### src/rtl/mc_bus_responder.sv
// MCU parallel-bus responder: synchronizes the asynchronous mc_* strobes into clk and
// decodes each access into config-register, command-FIFO push, reply-FIFO pop or status traffic.
module mc_bus_responder #(
  parameter int MC_DATA_WIDTH = 16,
  parameter int MC_ADD_WIDTH  = 6,
  parameter int NUM_CFG       = 7,
  parameter int FIFO_ADDR     = 7,
  parameter int STATUS_ADDR   = 8
) (
  input  logic                             clk,
  input  logic                             rst,
  input  logic                             mc_ce,
  input  logic                             mc_we,
  input  logic                             mc_oe,
  input  logic [MC_ADD_WIDTH-1:0]          mc_add,
  input  logic [MC_DATA_WIDTH-1:0]         mc_data_in,
  output logic [MC_DATA_WIDTH-1:0]         mc_data_out,
  output logic                             mc_data_oe,
  output logic [NUM_CFG*MC_DATA_WIDTH-1:0] cfg_regs,
  output logic [MC_DATA_WIDTH-1:0]         cmd_data,
  output logic                             cmd_valid,
  input  logic                             cmd_ready,
  input  logic [MC_DATA_WIDTH-1:0]         rpl_data,
  input  logic                             rpl_empty,
  output logic                             rpl_pop
);

  localparam logic [MC_ADD_WIDTH-1:0] CFG_LIMIT = MC_ADD_WIDTH'(NUM_CFG);
  localparam logic [MC_ADD_WIDTH-1:0] FIFO_A    = MC_ADD_WIDTH'(FIFO_ADDR);
  localparam logic [MC_ADD_WIDTH-1:0] STATUS_A  = MC_ADD_WIDTH'(STATUS_ADDR);

  typedef enum logic [1:0] {ST_IDLE, ST_WR, ST_RD} state_t;

  state_t state_q, state_next;

  // [0],[1] synchronize; [2] holds the previous synced value for edge detection.
  // All reset to idle-high so reset release never looks like a falling edge.
  logic [2:0] ce_sr, we_sr, oe_sr;
  logic       ce_s, we_s, oe_s;
  logic       ce_rise, we_fall, we_rise, oe_fall, oe_rise;

  logic [MC_ADD_WIDTH-1:0]  addr_q;
  logic [MC_DATA_WIDTH-1:0] wdata_q, rdata_q, cmd_data_q;
  logic                     data_oe_q, cmd_valid_q, rpl_pop_q;
  logic                     ovf_q, unf_q, err_q;
  logic [MC_DATA_WIDTH-1:0] cfg_q [NUM_CFG];

  logic wr_enter, rd_enter, wr_commit, set_err;
  logic push, set_ovf, clr_sticky, pop, set_unf;
  logic [MC_DATA_WIDTH-1:0] cfg_rd, status_word, rd_value;

  always_ff @(posedge clk or negedge rst) begin
    if (!rst) begin
      ce_sr <= 3'b111;
      we_sr <= 3'b111;
      oe_sr <= 3'b111;
    end else begin
      ce_sr <= {ce_sr[1:0], mc_ce};
      we_sr <= {we_sr[1:0], mc_we};
      oe_sr <= {oe_sr[1:0], mc_oe};
    end
  end

  assign ce_s    = ce_sr[1];
  assign we_s    = we_sr[1];
  assign oe_s    = oe_sr[1];
  assign ce_rise = ~ce_sr[2] &  ce_sr[1];
  assign we_fall =  we_sr[2] & ~we_sr[1];
  assign we_rise = ~we_sr[2] &  we_sr[1];
  assign oe_fall =  oe_sr[2] & ~oe_sr[1];
  assign oe_rise = ~oe_sr[2] &  oe_sr[1];

  always_comb begin
    state_next = state_q;
    wr_enter   = 1'b0;
    rd_enter   = 1'b0;
    wr_commit  = 1'b0;
    set_err    = 1'b0;
    case (state_q)
      ST_IDLE: begin
        if (!ce_s) begin
          if ((we_fall || oe_fall) && !we_s && !oe_s) begin
            set_err = 1'b1;
          end else if (we_fall && oe_s) begin
            state_next = ST_WR;
            wr_enter   = 1'b1;
          end else if (oe_fall && we_s) begin
            state_next = ST_RD;
            rd_enter   = 1'b1;
          end
        end
      end
      ST_WR: begin
        // Chip-enable loss aborts the access before the write can commit.
        if (ce_rise) begin
          state_next = ST_IDLE;
        end else if (we_rise) begin
          state_next = ST_IDLE;
          wr_commit  = 1'b1;
        end
      end
      ST_RD: begin
        if (ce_rise || oe_rise) state_next = ST_IDLE;
      end
      default: state_next = ST_IDLE;
    endcase
  end

  assign push       = wr_commit && (addr_q == FIFO_A) && cmd_ready;
  assign set_ovf    = wr_commit && (addr_q == FIFO_A) && !cmd_ready;
  assign clr_sticky = wr_commit && (addr_q == STATUS_A);
  assign pop        = rd_enter && (mc_add == FIFO_A) && !rpl_empty;
  assign set_unf    = rd_enter && (mc_add == FIFO_A) && rpl_empty;

  always_comb begin
    cfg_rd = '0;
    for (int i = 0; i < NUM_CFG; i++) begin
      if (mc_add == MC_ADD_WIDTH'(i)) cfg_rd = cfg_q[i];
    end
  end

  always_comb begin
    status_word      = '0;
    status_word[4:0] = {err_q, unf_q, ovf_q, ~rpl_empty, cmd_ready};
  end

  always_comb begin
    rd_value = '0;
    if (mc_add < CFG_LIMIT)          rd_value = cfg_rd;
    else if (mc_add == FIFO_A)       rd_value = rpl_empty ? '0 : rpl_data;
    else if (mc_add == STATUS_A)     rd_value = status_word;
  end

  always_ff @(posedge clk or negedge rst) begin
    if (!rst) begin
      state_q     <= ST_IDLE;
      addr_q      <= '0;
      wdata_q     <= '0;
      rdata_q     <= '0;
      data_oe_q   <= 1'b0;
      cmd_valid_q <= 1'b0;
      cmd_data_q  <= '0;
      rpl_pop_q   <= 1'b0;
      ovf_q       <= 1'b0;
      unf_q       <= 1'b0;
      err_q       <= 1'b0;
    end else begin
      state_q     <= state_next;
      data_oe_q   <= (state_next == ST_RD);
      cmd_valid_q <= push;
      rpl_pop_q   <= pop;
      if (wr_enter) begin
        addr_q  <= mc_add;
        wdata_q <= mc_data_in;
      end
      if (rd_enter) rdata_q <= rd_value;
      if (push) cmd_data_q <= wdata_q;
      // A set in the same cycle as a clear wins.
      ovf_q <= (ovf_q & ~clr_sticky) | set_ovf;
      unf_q <= (unf_q & ~clr_sticky) | set_unf;
      err_q <= (err_q & ~clr_sticky) | set_err;
    end
  end

  for (genvar gi = 0; gi < NUM_CFG; gi++) begin : g_cfg
    always_ff @(posedge clk or negedge rst) begin
      if (!rst) begin
        cfg_q[gi] <= '0;
      end else if (wr_commit && (addr_q == MC_ADD_WIDTH'(gi))) begin
        cfg_q[gi] <= wdata_q;
      end
    end
    assign cfg_regs[gi*MC_DATA_WIDTH +: MC_DATA_WIDTH] = cfg_q[gi];
  end

  assign mc_data_out = rdata_q;
  assign mc_data_oe  = data_oe_q;
  assign cmd_data    = cmd_data_q;
  assign cmd_valid   = cmd_valid_q;
  assign rpl_pop     = rpl_pop_q;

endmodule

### config.mk
export PLATFORM = sky130hd
export DESIGN_NAME = mc_bus_responder
export DESIGN_NICKNAME = d
export VERILOG_FILES = /design/src/rtl/mc_bus_responder.sv
export SDC_FILE = /design/constraint.sdc
export NUM_CORES = 1
export LEC_CHECK = 0
export ABC_CLOCK_PERIOD_IN_PS = 2220
export BUFFER_PORTS_ARGS = -buffer_cell sky130_fd_sc_hd__buf_2
export CAP_MARGIN = 20
export CORE_ASPECT_RATIO = 0.6
export CORE_UTILIZATION = 32
export DETAILED_ROUTE_END_ITERATION = 16
export PLACE_DENSITY_LB_ADDON = 0.15
export REMOVE_ABC_BUFFERS = 1
export SETUP_SLACK_MARGIN = 0.4
export SLEW_MARGIN = 0
export SYNTH_ARGS = -nofsm -noshare
export SYNTH_HDL_FRONTEND = slang
export SYNTH_SLANG_ARGS = --single-unit
### constraint.sdc
create_clock -name clk -period 2.22 [get_ports clk]
set_input_delay 0.333 -clock clk [delete_from_list [all_inputs] [get_ports clk]]
set_output_delay 0.333 -clock clk [all_outputs]
set_load 0.1 [all_outputs]
Word level (Yosys, flattened, before mapping) --
Cells that the tools add are included.
Storage, ports and cells: bits in registers 183, input bits 45, logic and storage cells 120
Cells by class: magnitude comparators 1, equal/unequal tests 19, muxes and demuxes 34, bitwise logic cells 18, reduce and logical (&&, ||, !) cells 27
Operators by type and width (number):
- $mux 16 | 10
- $eq 6x3->1 const B | 8
- $eq 6x2->1 const B | 4
- $logic_and 1x1->1 | 18
- $mux 1 | 15
- $mux 2 | 7
- $eq 6x1->1 const B | 2
- $eq 6x4->1 const B | 2
- $logic_not 6->1 | 2
- $and 1x1->1 | 8
- $not 1->1 | 7
- $lt 6x3->1 const B | 1
- $pmux 2 s3 | 1
- $mux 5 | 1
- $eq 2x2->1 const B | 2
- $logic_not 1->1 | 4
- $or 1x1->1 | 3
- $eq 2x1->1 const B | 1
- $logic_not 2->1 | 1
- $logic_or 1x1->1 | 2

Longest topological paths before layout --
Gate-level depths: netlist (run 1).
word-level depth 11, mapped depth 9

Worst setup path after synthesis (run 1) --
OpenSTA, ideal clock, no wires.
path type flip-flop to flip-flop, from reg we_sr[1], to reg cfg_q, in the netlist cfg_regs[27], setup time 126 ps, arrival time 2194 ps, required time 2094 ps, slack -99 ps, stages on the path, launching flop included 8, path buffers 2, period minus slack after synthesis 2319 ps, cells stage by stage dfstp_2 nor4b_2 nand4_1 or3_1 buf_6 nor3b_4 buf_6 mux2_2
On the way: longest elaborated chain between the ends 5
RTL lines:
- start, declared | line 38 | logic [2:0] ce_sr, we_sr, oe_sr;
- start signal, assigned | line 59 | we_sr <= {we_sr[1:0], mc_we};
- $and 1x1->1 | line 69 | assign we_rise = ~we_sr[2] & we_sr[1];
- $mux 1 | line 97 | end else if (we_rise) begin
- $mux 1 | line 95 | if (ce_rise) begin
- $mux 1 | line 79 | case (state_q)
- $logic_and 1x1->1 | line 169 | end else if (wr_commit && (addr_q == MC_ADD_WIDTH'(gi))) begin
- end signal, assigned by index | line 170 | cfg_q[gi] <= wdata_q;
- end, declared | line 46 | logic [MC_DATA_WIDTH-1:0] cfg_q [NUM_CFG];
Every way passes these cells. A chain may end at the register's enable or synchronous reset.

Final worst setup path (run 1) --
from reg we_sr[1], to reg cfg_q, in the netlist cfg_regs[49]
Same word-level chain as after synthesis.

==> parameters.txt, run 1 <==
Parameter                              Value

Status
  Violated checks ... setup timing
  Status ... finished, violations left

Floorplanning
  Die Wd ... around 200 um
  Chip Height ... ~120 um
  Count of standard-cell rows ... 44
  Standard cell core area ... ~24,000 sq um
  Initial Utilization ... 32.6%
  Area of the die ... 25,400 sq um
  Number of primary I/O pins ... ~190

Logic synthesis
  EDFF count, synth ... 0
  Share of the synthesized area in the top cell type ... a little under three fifths
  Async set or reset register ratio after synthesis ... 100%
  Largest area contributor in the synthesized netlist ... sky130_fd_sc_hd__dfrtp_1
  Most used flip-flop cell after synthesis ... sky130_fd_sc_hd__dfrtp_1
  Post-Syn Instances ... approximately 580
  Post-Syn Area ... 7910 sq um
  Post-synthesis sequential area ratio ... 58.1%
  Syn_area_per_cell ... roughly 14 sq um
  Number of synthesized register bits ... roughly 180
  Ranking of synthesized cells by area ... sky130_fd_sc_hd__dfrtp_1, sky130_fd_sc_hd__mux2_2, sky130_fd_sc_hd__dfstp_2, sky130_fd_sc_hd__a22oi_1, sky130_fd_sc_hd__a221oi_1
  Synth unique cells ... about 60
  Ys Warns ... 0

GRT
  First-pass GRT wire length ... slightly above 40,000 um
  GR Layer Usage met2 ... 32.3%
  Via count of the first global-routing pass ... approximately 6,200
  Number of antenna violations at the first check in global routing ... 1
  GRT Total Usage ... around 22%
  Maximum number of pins on one net before global-route repair ... slightly below 60
  Met1 usage ... 32.0%
  Most heavily used metal layer in global routing ... met2
  GRT overflow ... 0
  Global Route met3 Usage ... under 10%

Clock network
  Maximum level of the CTS H-tree ... 4
  Total clock sinks ... roughly 180
  CTS tree ... done
  Clock insertion delay at the later pin of the skew report ... roughly 0.43 ns
  TritonCTS Buffers ... 17
  Clock transition time at the flip-flop clock pins of the worst setup and hold paths ... 0.07 ns
  Deepest clock path buffer count ... 2
  Root buf cell ... sky130_fd_sc_hd__clkbuf_16

STA
  Transition time of the tightest slew-check pin ... 0.548 ns
  Crit path setup slack, layout ... -0.0389 ns
  Slew HR ... 63.7%
  Hold Worst Slack ... ~0.13 ns
  Final setup vio count ... 42
  Final worst path period need ... 2.26 ns
  Final Max Tran Viols ... 0
  Clock skew after layout ... 0.00756 ns
  Max Clk Rate ... ~440 MHz
  RSZ-0062 raised after global routing ... true
  Count of final hold-check violations ... 0
  Share of the clock period used by the worst path ... 102%

Layout
  Total area of sequential cells ... 4590 sq um
  Final design instance area without fill ... approximately 11,000 sq um
  Net total in the final layout ... between 800 and 900
  Area used by multi-input combinational logic ... between 3000 and 4000 sq um
  Signed area change from the synthesized netlist to the final layout ... 37.7%
  Fill cells ... about 2,300
  Share of layout cells above drive strength 1 ... around 56%

Place
  Buffers added on ports ... roughly 190
  Setup WS pre-CTS ... -0.126 ns
  Dpl hpwl ... about 20,000 um
  Area post-placement ... 9650 sq um
  Final GP Congestion ... 0.845

Power and ir drop
  Cell Int Power ... approximately 0.0059 W
  Leakage ... between 5 and 6 nW
  Clk network pwr share ... between 30% and 40%
  Combinational share of power ... 16.6%
  Power spent charging and discharging nets ... 0.00278 W
  Worst ir drop on vdd ... roughly 520 uV
  Proportion of total power due to net switching ... ~32%
  Power density normalized to cell area ... approximately 800 nW/um^2
  Portion of total power attributed to sequential cells ... a little under half

Route
  Post-route DRC ... 0
  Via count ... approximately 6,100
  Iteration-0 DRC Markers ... approximately 390
  Antenna violation net count after detailed routing ... 0
  Wirelength, routed ... about 27,000 um
  Routed wirelength normalized by instance count ... roughly 24 um
  Via-to-Cell Ratio ... 5.28
  First-pass iteration count of the detailed router ... 5

Setup path
  Reg2Reg Launch Point ... we_sr[1]
  Critical path start-end classification ... reg -> reg
  Data arrival, critical path ... between 2 and 3 ns
  Startpoint of the most critical setup path ... we_sr[1]
  Cell depth of the worst flop-to-flop path ... 7
  Worst setup EP type ... flip-flop
  Worst R2R Setup Slack ... -0.04 ns
  Endpoint of the worst setup timing path ... cfg_regs[49]
  Critical path data required time ... about 2.5 ns
  Worst R2R End ... cfg_regs[49]
  CP Launch Type ... flip-flop
  Maximum fanout along the worst path ... 4

Hold path
  Class of the tightest hold or removal check ... in -> reg

Run
  Max-cap violations ... 0
[synth_stat cells, types with 4 or more instances]
library cell               number
sky130_fd_sc_hd__a22oi_1       28
sky130_fd_sc_hd__dfrtp_1      174
sky130_fd_sc_hd__nand2_1       19
sky130_fd_sc_hd__clkbuf_1      19
sky130_fd_sc_hd__o211a_1        6
sky130_fd_sc_hd__inv_1          4
sky130_fd_sc_hd__buf_2         12
sky130_fd_sc_hd__and3_1         8
sky130_fd_sc_hd__a221oi_1      13
sky130_fd_sc_hd__a221o_1        4
sky130_fd_sc_hd__and2_1         7
sky130_fd_sc_hd__and3b_1        4
sky130_fd_sc_hd__o21ai_0       19
sky130_fd_sc_hd__a21oi_1        8
sky130_fd_sc_hd__o21a_1         4
sky130_fd_sc_hd__mux2_2       149
sky130_fd_sc_hd__dfstp_2        9
sky130_fd_sc_hd__nor3_1         4
sky130_fd_sc_hd__nor2_1        18
sky130_fd_sc_hd__o221ai_1       7
[stage by stage]
stage               TNS (ns)  std cells  util [%]  power (W)
floorplan             -11.44        541         -    0.00488
global placement       -1.86       1111      39.8    0.00535
detailed placement     -4.43       1111      39.8    0.00537
CTS                   -0.225       1156      44.6    0.00875
global route           -9.17       1159      45.0    0.00902
finish                -0.716       1159      45.0    0.00869
[cells by family after synthesis]
group                  Yosys count  share of synthesized area (%)
XOR/XNOR                         1                          0.111
buffers and inverters           41                           2.52
AND/OR/NAND/NOR                 92                           7.28
flip-flops                     183                           58.1
multiplexers                   152                           21.6
AO/OA/AOI/OAI                  109                           10.4
[layout by cell type, fill, tap and decap left out, types with 3 or more instances in the layout]
master / Yosys / final
sky130_fd_sc_hd__clkbuf_16: 0 / 17
sky130_fd_sc_hd__dlygate4sd3_1: 0 / 4
sky130_fd_sc_hd__buf_8: 0 / 3
sky130_fd_sc_hd__o221ai_1: 7 / 7
sky130_fd_sc_hd__a22oi_1: 28 / 28
sky130_fd_sc_hd__nand3_1: 3 / 3
sky130_fd_sc_hd__bufinv_16: 0 / 4
sky130_fd_sc_hd__nor3b_4: 2 / 3
sky130_fd_sc_hd__dfstp_2: 9 / 9
sky130_fd_sc_hd__clkinv_2: 0 / 3
sky130_fd_sc_hd__o31ai_1: 3 / 3
sky130_fd_sc_hd__nand2_1: 19 / 18
sky130_fd_sc_hd__a221oi_1: 13 / 13
sky130_fd_sc_hd__buf_12: 0 / 11
sky130_fd_sc_hd__nand2b_1: 3 / 3
sky130_fd_sc_hd__inv_1: 4 / 3
sky130_fd_sc_hd__nor4b_1: 3 / 3
sky130_fd_sc_hd__buf_2: 12 / 190
sky130_fd_sc_hd__dfrtp_1: 174 / 174
sky130_fd_sc_hd__buf_4: 2 / 38
sky130_fd_sc_hd__o211a_1: 6 / 6
sky130_fd_sc_hd__o21a_1: 4 / 4
sky130_fd_sc_hd__mux2_2: 149 / 69
sky130_fd_sc_hd__mux2_4: 0 / 80
sky130_fd_sc_hd__nor3_1: 4 / 3
sky130_fd_sc_hd__nor2_1: 18 / 18
sky130_fd_sc_hd__and3_1: 8 / 8
sky130_fd_sc_hd__clkinv_4: 0 / 3
sky130_fd_sc_hd__a221o_1: 4 / 4
sky130_fd_sc_hd__a21oi_1: 8 / 8
sky130_fd_sc_hd__buf_6: 3 / 14
sky130_fd_sc_hd__o21ai_0: 19 / 19
sky130_fd_sc_hd__and2_1: 7 / 6
sky130_fd_sc_hd__clkbuf_8: 0 / 3
[metal layers]
layer | wire length (um) | vias up
li1 | - | 2662
met1 | 13300 | 3196
met2 | 11800 | 232
met3 | 1880 | 29
met4 | 456 | 0
met5 | 0 | -
[how the worst min path moves through the flow]
stage          slack, ns  depth (start not counted)           start         endpoint
6_report            0.13                          3    rpl_data[15]  mc_data_out[15]
5_1_grt             0.11                          2   mc_data_in[4]       wdata_q[4]
3_3_place_gp        0.29                          1             rst      cmd_data[0]
4_1_cts             0.11                          2  mc_data_in[15]      wdata_q[15]
2_1_floorplan       0.04                          0             rst        addr_q[0]
3_5_place_dp        0.29                          1             rst       wdata_q[3]
[critical path, stage by stage, from the launching register on]
cell and delay [ns]:
sky130_fd_sc_hd__dfstp_2 0.54, sky130_fd_sc_hd__nor4b_4 0.18, sky130_fd_sc_hd__nand4_1 0.18, sky130_fd_sc_hd__or3_4 0.42
sky130_fd_sc_hd__buf_4 0.17, sky130_fd_sc_hd__nor2_4 0.15, sky130_fd_sc_hd__buf_6 0.16, sky130_fd_sc_hd__mux2_2 0.34
[registers in the layout, summed over array words and instances (netlist names), 2 cells and up]
register	count
cfg_regs	112
mc_data_out	16
we_sr	3
oe_sr	3
ce_sr	3
addr_q	6
wdata_q	16
state_q	2
cmd_data	16
[power groups by stage]
stage          clock network [W]  logic [W]  registers, W
3_5_place_dp                   0    0.00138       0.00399
6_report                 0.00329    0.00144       0.00396
2_1_floorplan                  0   0.000281       0.00460
4_1_cts                  0.00335    0.00144       0.00395
3_3_place_gp                   0    0.00137       0.00398
5_1_grt                  0.00350    0.00151       0.00401
[repair_timing]
| item | 4_1_cts | 5_1_grt |
|---|---|---|
| gates cloned | 2 | 0 |
| gates resized for setup | 99 | 19 |
| pin swaps | 1 | 3 |
| endpoints found under the hold margin | 34 | 0 |
| setup endpoints to repair | 138 | 165 |
| setup buffers | 7 | 2 |
| hold buffers | 4 | 0 |
[final cells by class]
class	instances	area share (%)
sequential	183	42.2
inverter	4	0.184
clock buffer	21	4.23
timing repair buffer	263	16.2
clock inverter	11	1.56
antenna	1	0.0230
tap	322	3.70
multi-input combinational	354	31.9
Power figures use the tool's default switching activity.
==> inputs of run 2 (changes only) <==
Settings changed: RECOVER_POWER from default to 25.
==> run 2 against run 1 <==
Compared with the run above: routed wire length fell by 0.16%; critical path type unchanged; flip-flop and latch count unchanged; non-clock buffer count unchanged; count of clock-buffer cells in the layout stayed put; largest cell class unchanged; first-iteration DRC count grew 5.1%; critical path depth unchanged; global-route usage unchanged; clock power about the same; sequential share of layout area increased by 0.068 points; the flow still finishes with violations (setup timing); die area did not move; final cell count is the same; via count increased by 0.25%.
==> parameters.txt, run 2 (synthesis gave the netlist of run 1 again) <==
Parameter                              Value

Status
  Status ... finished, violations left
  Violated checks ... setup timing

Clock network
  Clock transition time at the flip-flop clock pins of the worst setup and hold paths ... 0.07 ns (about the same)
  TritonCTS Buffers ... 17 (unchanged)
  CTS tree ... done
  Clock insertion delay at the later pin of the skew report ... 0.43 ns (about the same)
  Maximum level of the CTS H-tree ... 4 (unchanged)
  Deepest clock path buffer count ... 2 (unchanged)
  Root buf cell ... sky130_fd_sc_hd__clkbuf_16
  Total clock sinks ... 183 (unchanged)

Hold path
  Class of the tightest hold or removal check ... in -> reg
  Startpoint of the lowest-slack hold path ... rpl_data[15]

Layout
  Net total in the final layout ... 868 (unchanged)
  Share of layout cells above drive strength 1 ... 55.5% (unchanged)
  Leading cell types in the layout, fill and taps excluded ... sky130_fd_sc_hd__buf_2, sky130_fd_sc_hd__dfrtp_1, sky130_fd_sc_hd__mux2_4
  Most common library cell in the layout ignoring fill and taps ... sky130_fd_sc_hd__buf_2
  Signed area change from the synthesized netlist to the final layout ... 37.5%
  Number of flip-flops in the largest register ... 112 (unchanged)
  Fill cells ... 2,260 (+0.27%)

Place
  Buffers added on ports ... 191 (unchanged)
  Dpl hpwl ... 19,600 um (unchanged)
  Final GP Congestion ... 0.845 (unchanged)

Floorplanning
  Number of primary I/O pins ... 192 (unchanged)
  Standard cell core area ... 24,200 sq um (unchanged)
  Chip Height ... 124 um (unchanged)
  Initial Utilization ... 32.6% (unchanged)
  Die Wd ... 205 um (unchanged)
  Count of standard-cell rows ... 44 (unchanged)
  Area of the die ... 25,400 sq um (unchanged)

Route
  Via-to-Cell Ratio ... 5.29 (+0.25%)
  Post-route DRC ... 0 (unchanged)
  Via count ... 6,134 (+0.25%)
  Wirelength, routed ... 27,400 um (-0.16%)
  First-pass iteration count of the detailed router ... 5 (unchanged)
  Iteration-0 DRC Markers ... 409 (+5.1%)
  Routed wirelength normalized by instance count ... 23.7 um (-0.16%)
  Antenna violation net count after detailed routing ... 0 (unchanged)

STA
  Clock skew after layout ... 0.00763 ns (+0.0000672 ns)
  Final sum of negative setup slack ... -0.724 ns (-0.00865 ns)
  Count of final hold-check violations ... 0 (unchanged)
  RSZ-0062 raised after global routing ... true
  Crit path setup slack, layout ... -0.0391 ns (-0.000199 ns)
  Max Clk Rate ... 443 MHz (about the same)
  Transition time of the tightest slew-check pin ... 1.16 ns (+0.615 ns)
  Final setup vio count ... 40 (-4.8%)
  Final worst path period need ... 2.26 ns (+0.000199 ns)
  Hold Worst Slack ... 0.126 ns (-0.000800 ns)
  Final Max Tran Viols ... 0 (unchanged)
  Share of the clock period used by the worst path ... 102% (about the same)
  Slew HR ... 22.5% (-41 points)

GRT
  Via count of the first global-routing pass ... 6,230 (unchanged)
  GR Layer Usage met2 ... 32.3% (unchanged)
  Global Route met3 Usage ... 5.81% (unchanged)
  Number of antenna violations at the first check in global routing ... 1 (unchanged)
  GRT overflow ... 0 (unchanged)
  Maximum number of pins on one net before global-route repair ... 59 (unchanged)
  GRT Total Usage ... 22.1% (unchanged)
  First-pass GRT wire length ... 40,600 um (unchanged)
  Met1 usage ... 32.0% (unchanged)
  Most heavily used metal layer in global routing ... met2

Setup path
  Worst setup EP type ... flip-flop
  Worst R2R Setup Slack ... -0.04 ns (about the same)
  Endpoint of the worst setup timing path ... cfg_regs[63]
  Startpoint of the most critical setup path ... we_sr[1]
  Cell depth of the worst flop-to-flop path ... 7 (unchanged)
  CP Launch Type ... flip-flop
  Critical path start-end classification ... reg -> reg
  Data arrival, critical path ... 2.58 ns (about the same)
  Critical path data required time ... 2.54 ns (about the same)
  Reg2Reg Launch Point ... we_sr[1]
  Maximum fanout along the worst path ... 7 (+3)
  Worst R2R End ... cfg_regs[63]

Power and ir drop
  Combinational share of power ... 16.6% (about the same)
  Power spent charging and discharging nets ... 0.00278 W (-0.11%)
  Clk network pwr share ... 37.8% (about the same)
  Worst ir drop on vdd ... 521 uV (+0.24%)
  Proportion of total power due to net switching ... 32.0% (about the same)
  Cell Int Power ... 0.00590 W (about the same)
  Portion of total power attributed to sequential cells ... 45.6% (about the same)
  Leakage ... 5.50 nW (-0.12%)
  Power density normalized to cell area ... 799 nW/um^2 (about the same)

Run
  Max-cap violations ... 0 (unchanged)
==> run 2: worst max-delay path, cell delays in order (launching register included) <==
cell and delay (ns):
sky130_fd_sc_hd__dfstp_2 0.54, sky130_fd_sc_hd__nor4b_4 0.18, sky130_fd_sc_hd__nand4_1 0.18, sky130_fd_sc_hd__or3_4 0.42, sky130_fd_sc_hd__buf_4 0.17, sky130_fd_sc_hd__nor2_4 0.15
sky130_fd_sc_hd__buf_6 0.17, sky130_fd_sc_hd__mux2_2 0.34
==> run 2: area by class of cell <==
cell class	instances	area (sq um)	area share [%]
Sequential cell	183	4590	42.2
Multi-Input combinational cell	354	3480	32.0
Timing Repair Buffer	263	1750	16.1
Clock buffer	21	460	4.23
Tap cell	322	403	3.71
Clock inverter	11	170	1.57
Inverter	4	20.0	0.184
Antenna cell	1	2.50	0.0230
==> run 2: worst min path at each step <==
stage          cells past startpoint  slack, ns         endpoint
6_report                           3       0.13  mc_data_out[15]
2_1_floorplan                      0       0.04        addr_q[0]
3_5_place_dp                       1       0.29       wdata_q[3]
3_3_place_gp                       1       0.29      cmd_data[0]
5_1_grt                            2       0.11       wdata_q[4]
4_1_cts                            2       0.11      wdata_q[15]
==> run 2: timing repair <==
item                                    in CTS  in global routing
endpoints found under the setup margin     138                165
gates resized for setup                     99                 19
buffers inserted                             7                  2
pin swaps                                    1                  3
hold endpoints to repair                    34                  0
hold buffers                                 4                  0
cloned                                       2                  0
==> run 2: metal layers <==
metal,vias up,part of all wire (%)
li1,2666,-
met1,3205,48
met2,234,43
met3,29,7.0
met4,0,1.7
met5,-,0
==> run 2: power by group through the flow <==
stage	Sequential [W]	Clock [W]	Combinational [W]
2_1_floorplan	0.00460	0	0.000281
3_3_place_gp	0.00398	0	0.00137
3_5_place_dp	0.00399	0	0.00138
4_1_cts	0.00395	0.00335	0.00144
5_1_grt	0.00401	0.00350	0.00151
6_report	0.00396	0.00328	0.00144
==> run 2: stage by stage <==
stage / instances / setup WS, ns / power [W] / util, % / area [sq um]
2_1_floorplan: 541 / -0.213 / 0.00488 / - / 7720
3_3_place_gp: 1111 / -0.0603 / 0.00535 / 39.8 / 9650
3_5_place_dp: 1111 / -0.126 / 0.00537 / 39.8 / 9650
4_1_cts: 1156 / -0.0259 / 0.00875 / 44.6 / 10800
5_1_grt: 1159 / -0.141 / 0.00902 / 44.9 / 10900
6_report: 1159 / -0.0391 / 0.00868 / 44.9 / 10900
==> inputs of run 3 (changes only) <==
Settings changed: ABC_CLOCK_PERIOD_IN_PS 2220 to 2600, CORE_MARGIN from default to 2.
Clock period 2.22 ns to 2.6 ns, I/O delays scaled along.
==> run 3 against run 2 <==
Compared with the run above: the run ends with capacitance limit, slew limit left; critical path depth stayed put; worst setup slack improved by 0.34 ns; largest power group unchanged; clock skew is 0.0077 ns higher.
==> parameters.txt, run 3 (synthesis gave the netlist of run 1 again) <==
Parameter                              Value

Setup path
  Buffers plus inverters on the worst setup path ... 2 (unchanged)
  Cells traversed along the worst timing path ... nor4b_4 -> nand4_1 -> or3_4 -> nor3b_4 -> buf_12 -> buf_12 -> mux2_2
  Total stage count of the critical path ... 7 (unchanged)
  CP Launch Type ... flip-flop
  Kind of cell with the highest combined delay on the critical path ... simple AND/OR/NAND/NOR gates
  Data arrival, critical path ... 2.61 ns (+0.03 ns)
  Critical path start-end classification ... reg -> reg
  Worst setup EP type ... flip-flop
  Cell with the largest stage delay on the worst path ... sky130_fd_sc_hd__dfstp_1
  Delay contributed by the slowest stage of the critical path ... 0.55 ns (about the same)
  Cell depth of the worst flop-to-flop path ... 7 (unchanged)
  Critical path data required time ... 2.91 ns (+0.37 ns)
  Crit path top cell by count ... sky130_fd_sc_hd__buf_12
  Maximum fanout along the worst path ... 8 (+1)

Hold path
  Class of the tightest hold or removal check ... in -> reg
  Number of cells traversed by the worst hold path ... 1 (-2)

Layout
  Most common library cell in the layout ignoring fill and taps ... sky130_fd_sc_hd__buf_2
  Signed area change from the synthesized netlist to the final layout ... 33.8%
  Net total in the final layout ... 845 (-2.6%)
  Antenna diode count ... 0 (-1)
  Leading cell types in the layout, fill and taps excluded ... sky130_fd_sc_hd__buf_2, sky130_fd_sc_hd__dfrtp_1, sky130_fd_sc_hd__mux2_2
  Final design instance area without fill ... 10,600 sq um (-2.7%)
  Number of flip-flops in the largest register ... 112 (unchanged)
  Share of layout cells above drive strength 1 ... 54.3% (-1.2 points)
  Non-Filler Instances ... 1,134 (-2.2%)

STA
  Transition time of the tightest slew-check pin ... 2.35 ns (+1.19 ns)
  RSZ-0062 raised after global routing ... true
  Final worst path period need ... 2.30 ns (+0.0411 ns)
  Share of the clock period used by the worst path ... 88.5% (-13 points)
  Final sum of negative setup slack ... 0 ns (+0.724 ns)
  Count of final hold-check violations ... 0 (unchanged)
  Hold Worst Slack ... 0.0426 ns (-0.0835 ns)
  Final setup vio count ... 0 (-100%)
  Max Clk Rate ... 435 MHz (-1.8%)
  Clock skew after layout ... 0.0154 ns (+0.00773 ns)
  Slew HR ... -56.6% (-79 points)
  Final Max Tran Viols ... 85 (+85)

Floorplanning
  Count of standard-cell rows ... 44 (unchanged)
  Chip Height ... 126 um (+1.6%)
  Area of the die ... 26,000 sq um (+2.6%)
  Standard cell core area ... 24,200 sq um (unchanged)
  Number of primary I/O pins ... 192 (unchanged)
  Die Wd ... 207 um (+0.98%)
  Initial Utilization ... 32.6% (unchanged)

Clock network
  Root buf cell ... sky130_fd_sc_hd__clkbuf_16
  Deepest clock path buffer count ... 2 (unchanged)
  CTS tree ... done
  Maximum level of the CTS H-tree ... 4 (unchanged)
  Total clock sinks ... 183 (unchanged)
  Number of buffers inserted by hold repair at cts ... 0 (-4)
  TritonCTS Buffers ... 17 (unchanged)
  Clock insertion delay at the later pin of the skew report ... 0.44 ns (about the same)
  Clock transition time at the flip-flop clock pins of the worst setup and hold paths ... 0.07 ns (about the same)

Power and ir drop
  Power density normalized to cell area ... 689 nW/um^2 (-14%)
  Leakage ... 5.35 nW (-2.7%)
  Worst ir drop on vdd ... 392 uV (-25%)

Route
  Iteration-0 DRC Markers ... 424 (+3.7%)
  Antenna violation net count after detailed routing ... 0 (unchanged)
  Wirelength, routed ... 29,000 um (+5.7%)
  Post-route DRC ... 0 (unchanged)
  Met3 routed WL ... 2210 um (+15%)
  Uppermost layer routed ... met4
  Met2 wire len ... 12,300 um (+4.2%)
  Routed wirelength normalized by instance count ... 25.6 um (+8.1%)
  Via-to-Cell Ratio ... 5.42 (+2.4%)
  First-pass iteration count of the detailed router ... 5 (unchanged)
  Via count ... 6,147 (+0.21%)
  Wire length on met1 ... 13,800 um (+4.1%)

GRT
  First-pass GRT wire length ... 40,800 um (+0.37%)
  Number of antenna violations at the first check in global routing ... 0 (-1)
  Via count of the first global-routing pass ... 6,203 (-0.43%)
  Maximum number of pins on one net before global-route repair ... 86 (+46%)
  GRT overflow ... 0 (unchanged)
  GRT Total Usage ... 21.7% (-0.43 points)

Place
  Final GP Congestion ... 0.809 (-4.2%)
  Cell count after placement ... 1,090 (-1.9%)
  Buffers added on ports ... 191 (unchanged)
  Dpl hpwl ... 19,200 um (-1.6%)
  Area post-placement ... 9470 sq um (-1.9%)

Status
  Status ... finished, violations left
  Violated checks ... capacitance limit, slew limit

Run
  Max-cap violations ... 1 (+1)
run 3: through the flow:
stage / total power, W / setup WS, ns / util, %
2_1_floorplan: 0.00417 / 0.167 / -
3_3_place_gp: 0.00455 / 0.241 / 39.1
3_5_place_dp: 0.00458 / 0.162 / 39.1
4_1_cts: 0.00730 / 0.316 / 42.3
5_1_grt: 0.00754 / 0.165 / 43.7
6_report: 0.00728 / 0.300 / 43.7
run 3: worst paths after layout:
check                         start        endpoint  slack (ns)
setup / recovery           we_sr[1]    cfg_regs[20]        0.30
hold / removal                mc_ce        ce_sr[0]        0.04
setup reg to reg           we_sr[1]    cfg_regs[20]        0.30
hold reg to reg            ce_sr[0]        ce_sr[1]        0.36
max in group asynchronous       rst  mc_data_out[6]        0.57
min in group asynchronous       rst     cmd_data[3]        0.62
run 3: final cells by class:
cell class	instances	area [sq um]
Sequential cell	183	4590
Clock inverter	14	174
Tap cell	322	403
Clock buffer	17	425
Timing Repair Buffer	240	1590
Inverter	4	15.0
Fill cell	2278	13600
Multi-Input combinational cell	354	3370
run 3: repair_timing:
| action | CTS | global route |
|---|---|---|
| endpoints found under the setup margin | 98 | 130 |
| gates cloned | 2 | 4 |
| buffers inserted | 5 | 2 |
| pin swaps | 1 | 1 |
| resized for setup | 18 | 65 |
run 3: where the power goes:
| group | internal (W) | switching, W | leakage [nW] |
|---|---|---|---|
| registers | 0.00304 | 0.000337 | 2.46 |
| logic | 0.000309 | 0.000902 | 2.60 |
| clock network | 0.00152 | 0.00117 | 0.294 |
run 3: metal layers:
layer  up-vias  GRT usage, %
met3        47          4.89
met1      3221          32.4
met5         -             0
met4         0          7.34
li1       2632             -
met2       247          30.8
